==> config.mk <==
export PLATFORM = sky130hd
export DESIGN_NAME = sync_load_counter
export DESIGN_NICKNAME = d
export VERILOG_FILES = /design/src/rtl/sync_load_counter_pkg.sv /design/src/rtl/sync_load_counter.sv
export SDC_FILE = /design/constraint.sdc
export NUM_CORES = 1
export LEC_CHECK = 0
export CAP_MARGIN = 20
export CORE_ASPECT_RATIO = 0.75
export CORE_MARGIN = 5
export CORE_UTILIZATION = 40
export DETAILED_ROUTE_END_ITERATION = 8
export HOLD_SLACK_MARGIN = 0.15
export PLACE_DENSITY = 0.76
export SYNTH_ARGS = -nofsm -noshare
export SYNTH_HDL_FRONTEND = slang
export SYNTH_SLANG_ARGS = --single-unit
==> constraint.sdc <==
create_clock -name clk -period 2 [get_ports clk]
set_input_delay 0.4 -clock clk [delete_from_list [all_inputs] [get_ports clk]]
set_output_delay 0.4 -clock clk [all_outputs]
set_load 0.02 [all_outputs]
==> src/rtl/sync_load_counter_pkg.sv <==
// Shared constants for the loadable up-counter: default width and a
// width-aware constant helper used for reset and comparison values.
package sync_load_counter_pkg;

  localparam int unsigned DEFAULT_COUNTER_SIZE = 32'd32;

  // Returns all-ones or zero for the low 'width' bits (width 1..64).
  function automatic logic [63:0] cnt_const(input int unsigned width, input logic ones);
    logic [63:0] value_s;
    if (ones) begin
      value_s = {64{1'b1}} >> (32'd64 - width);
    end else begin
      value_s = 64'd0;
    end
    return value_s;
  endfunction

endpackage

==> src/rtl/sync_load_counter.sv <==
// Binary up-counter with synchronous parallel load, count enable and a
// registered one-cycle overflow pulse on wrap from all-ones to zero.
module sync_load_counter
  import sync_load_counter_pkg::*;
#(
  parameter int unsigned COUNTER_SIZE = DEFAULT_COUNTER_SIZE
) (
  input  logic                    clk,
  input  logic                    res_n,
  input  logic                    enable,
  input  logic                    load,
  input  logic [COUNTER_SIZE-1:0] cnt_in,
  output logic [COUNTER_SIZE-1:0] cnt_out,
  output logic                    overflow
);

  localparam logic [COUNTER_SIZE-1:0] CNT_ZERO = COUNTER_SIZE'(cnt_const(COUNTER_SIZE, 1'b0));

  logic [COUNTER_SIZE-1:0] cnt_r;
  logic                    ovf_r;
  logic [COUNTER_SIZE-1:0] cnt_nxt_s;
  logic                    ovf_nxt_s;
  logic [COUNTER_SIZE:0]   inc_s;

  // Next count and overflow: load beats enable, carry out of the increment flags a wrap.
  always_comb begin
    inc_s     = {1'b0, cnt_r} + {{COUNTER_SIZE{1'b0}}, 1'b1};
    cnt_nxt_s = cnt_r;
    ovf_nxt_s = 1'b0;
    case ({load, enable})
      2'b10, 2'b11: begin
        cnt_nxt_s = cnt_in;
        ovf_nxt_s = 1'b0;
      end
      2'b01: begin
        cnt_nxt_s = inc_s[COUNTER_SIZE-1:0];
        ovf_nxt_s = inc_s[COUNTER_SIZE];
      end
      default: begin
        cnt_nxt_s = cnt_r;
        ovf_nxt_s = 1'b0;
      end
    endcase
  end

  // Count and overflow state registers.
  always_ff @(posedge clk or negedge res_n) begin
    if (!res_n) begin
      cnt_r <= CNT_ZERO;
      ovf_r <= 1'b0;
    end else begin
      cnt_r <= cnt_nxt_s;
      ovf_r <= ovf_nxt_s;
    end
  end

  assign cnt_out  = cnt_r;
  assign overflow = ovf_r;

endmodule

==> results.txt <==
WP data required = 2.21 ns
reg2reg setup slack = 0.02 ns
cells along the critical path = nand3_2 -> or4_4 -> buf_8 -> or4_4 -> a31oi_1
Post-Route Skew = 0.002513 ns
Setup crit start = cnt_out[8]
antenna diode instance count = 0
area of the core = 4572 um^2
worst endpoint data arrival time = 2.19 ns
distinct cell type count of the synthesized netlist = 34
effective utilization at floorplan = 42.23%
die height = 70.17 um
cell type of the slowest stage on the worst timing path = sky130_fd_sc_hd__or4_4
TritonCTS clock tree = built
H-tree depth reported by CTS = 2
initial antenna violation count = 0
total power = 1915 uW
iteration count of the initial detailed-routing pass = 4
peak supply drop = 498.8 uV
via count of the first global-routing pass = 1998
final setup vio count = 0
cell count of the worst reg-to-reg path = 5
final hold violations = 0
dominant cell type by count on the critical path = sky130_fd_sc_hd__or4_4
starting DRC count in detailed routing = 152
CP max FO = 6
yosys synthesis warning count = 0
class of the tightest hold or removal check = in -> async
result of the run = finished clean
number of placed cells counting well taps = 374
FF-to-FF Start = cnt_out[8]
Final #Nets = 367
upper clock frequency limit = 506.1 MHz
post-place setup slack = -0.4376 ns
relative slew slack = 70.75%
number of buffers inserted by port buffering = 68
final worst path period need = 1.976 ns
cts bufs inserted = 5
Layout Area Growth over Synthesis = 64.48%
GR Util All Layers = 18.85%
critical path launch point type = register
worst hold slack after final layout = 0.5293 ns
#FFs+latches synth = 33
post-synthesis sequential area ratio = 42.77%
Final Instance Count excl. Fillers = 388
I/O pin cnt = 69
final count of pins violating max slew = 0
clock transition at the registers of the reported paths = 0.07 ns
Reg-to-Reg End = cnt_out[30]
overall routed net length = 6305 um
global-route wire length before repair = 9811 um
number of standard cells after synthesis = 222
max-capacitance violation count = 0
Total Die Area = 6330 um^2
sinks on the clock net = 33
Worst-Margin Slew = 0.4388 ns
period utilisation layout = 98.79%
Pleak = 0.001246 uW
RSZ-0062 raised after global routing = true
final worst-path setup slack = 0.02428 ns
wire length per cell after detailed routing = 16.25 um
synthesized area divided by synthesized cell count = 8.696 um^2
post-synthesis instance area = 1931 um^2
kind of capture point of the worst setup path = register
weighted congestion at the end of routability-driven global placement = 0.8473
clock latency on the worst-skew pair = 0.29 ns
number of vias after detailed routing = 2156
worst setup path category = reg -> reg
half-perimeter wire length after detailed placement = 4567 um
count of hold-fix buffers inserted at cts = 0
floorplan die width = 90.22 um
total overflow reported by the global router = 0
maximum number of pins on one net before global-route repair = 34
Post-Synthesis Net Count = 259
count of unresolved DRC violations after routing = 0
row cnt = 21
power per cell area = 603.0 nW/um^2
number of antenna-violating nets in the routed design = 0
clock root buffer = sky130_fd_sc_hd__clkbuf_8
Avg Vias per Cell = 5.557
largest stage delay on the critical path = 0.58 ns
Max Buffers Root-to-Sink = 2
number of filler instances in the final layout = 359
share of layout cells above drive strength 1 = 23.56%
==> cell usage in the layout, fill, tap and decap left out, types with 3 or more instances in the layout <==
master	count
sky130_fd_sc_hd__clkdlybuf4s50_1	67
sky130_fd_sc_hd__buf_4	44
sky130_fd_sc_hd__nand2_1	25
sky130_fd_sc_hd__dfrtp_1	22
sky130_fd_sc_hd__nor2_1	17
sky130_fd_sc_hd__o21ai_0	15
sky130_fd_sc_hd__a31oi_1	14
sky130_fd_sc_hd__nand4_1	13
sky130_fd_sc_hd__nand3_1	12
sky130_fd_sc_hd__dfrtp_2	11
sky130_fd_sc_hd__o31ai_1	9
sky130_fd_sc_hd__or4_1	9
sky130_fd_sc_hd__inv_1	7
sky130_fd_sc_hd__xor2_1	7
sky130_fd_sc_hd__or4_4	6
sky130_fd_sc_hd__and3_1	6
sky130_fd_sc_hd__clkbuf_8	6
sky130_fd_sc_hd__xnor2_1	5
sky130_fd_sc_hd__nor4_1	4
sky130_fd_sc_hd__o211ai_1	3
sky130_fd_sc_hd__o41ai_1	3
==> report_power, final <==
group          internal [uW]  leakage [uW]  switching [uW]  total [uW]
Sequential               733      0.000375            72.7         806
Clock                    281     0.0000455             251         532
Combinational            302      0.000826             275         577
Total                   1320       0.00125             599        1910
==> flip-flops by register name (all words and copies together), names as in the netlist <==
name      cells
cnt_out      32
overflow      1
==> logic make-up after synthesis <==
logic type                 after synthesis  share of synthesized area (%)
AOI/OAI and AO/OA                       48                          16.27
muxes                                    1                         0.5185
DFF                                     33                          42.77
adders and majority gates                1                         0.6480
xor gates and xnor gates                12                          5.444
buffers and inverters                   22                          4.796
and+or+nand+nor                        105                          29.55
==> stage by stage <==
step	utilization, %	TNS, ns	cell area [um^2]
floorplan	-	-0.1506	1966
global placement	64.59	-4.676	2953
detailed placement	64.59	-5.487	2953
CTS	66.83	0	3055
global route	69.46	-0.02387	3176
finish	69.46	0	3176
==> worst max-delay path, delay by kind of cell, from the launching register on <==
| family | cells | cell delay (ns) |
|---|---|---|
| AO/OA/AOI/OAI | 1 | 0.18 |
| AND/OR/NAND/NOR | 3 | 1.17 |
| buffers and inverters | 1 | 0.16 |
| flip-flops | 1 | 0.37 |
==> routing by layer <==
metal | up-vias | routed length (um) | track usage [%]
met4 | 0 | 65 | 4.463
met2 | 62 | 3005 | 31.01
li1 | 1057 | - | -
met1 | 1031 | 2854 | 25.03
met3 | 6 | 379 | 4.614
met5 | - | 0 | 0
==> worst max path at each step <==
| stage | slack (ns) | to | depth (start not counted) |
|---|---|---|---|
| finish | 0.02 | cnt_out[30] | 5 |
| global route | -0.01 | cnt_out[28] | 5 |
| CTS | 0.05 | cnt_out[20] | 5 |
| detailed placement | -0.44 | cnt_out[30] | 5 |
| global placement | -0.39 | cnt_out[30] | 5 |
| floorplan | -0.1 | cnt_out[30] | 6 |
==> cell usage after synthesis (all sizes together) <==
cell / number / area (um^2)
inv: 7 / 26.28
a31o: 1 / 8.760
xnor2: 5 / 43.79
clkinv: 1 / 3.750
buf: 4 / 25.02
nand4b: 1 / 8.760
o21ai: 15 / 75.07
and4: 1 / 8.760
xor2: 7 / 61.31
or3: 3 / 18.77
nor2: 17 / 63.81
nor3: 2 / 10.01
a221o: 1 / 10.01
o41ai: 3 / 26.28
nand2: 25 / 93.84
or4bb: 1 / 11.26
dfrtp: 33 / 825.8
nand4: 13 / 81.33
o211ai: 3 / 22.52
clkbuf: 10 / 37.54
or2: 1 / 6.260
or4: 15 / 112.6
nand3: 14 / 75.07
a31oi: 15 / 93.84
mux2i: 1 / 10.01
nand4bb: 1 / 11.26
ha: 1 / 12.51
o31ai: 9 / 67.56
o311a: 1 / 10.01
and3: 6 / 37.54
nor4: 5 / 31.28
==> final cells by class <==
type / count / area, um^2 / share of cell area, %
Timing Repair Buffer: 115 / 1075 / 33.85
Sequential cell: 33 / 839.6 / 26.44
Multi-Input combinational cell: 167 / 1070 / 33.69
Inverter: 8 / 30.03 / 0.9456
Tap cell: 57 / 71.32 / 2.246
Clock buffer: 8 / 90.09 / 2.837
==> timing repair <==
action | 4_1_cts | 5_1_grt
pin swaps | 2 | 9
setup buffers | 0 | 4
gates resized for setup | 4 | 10
cloned | 0 | 2
setup endpoints to repair | 10 | 7
Power figures use the tool's default switching activity.
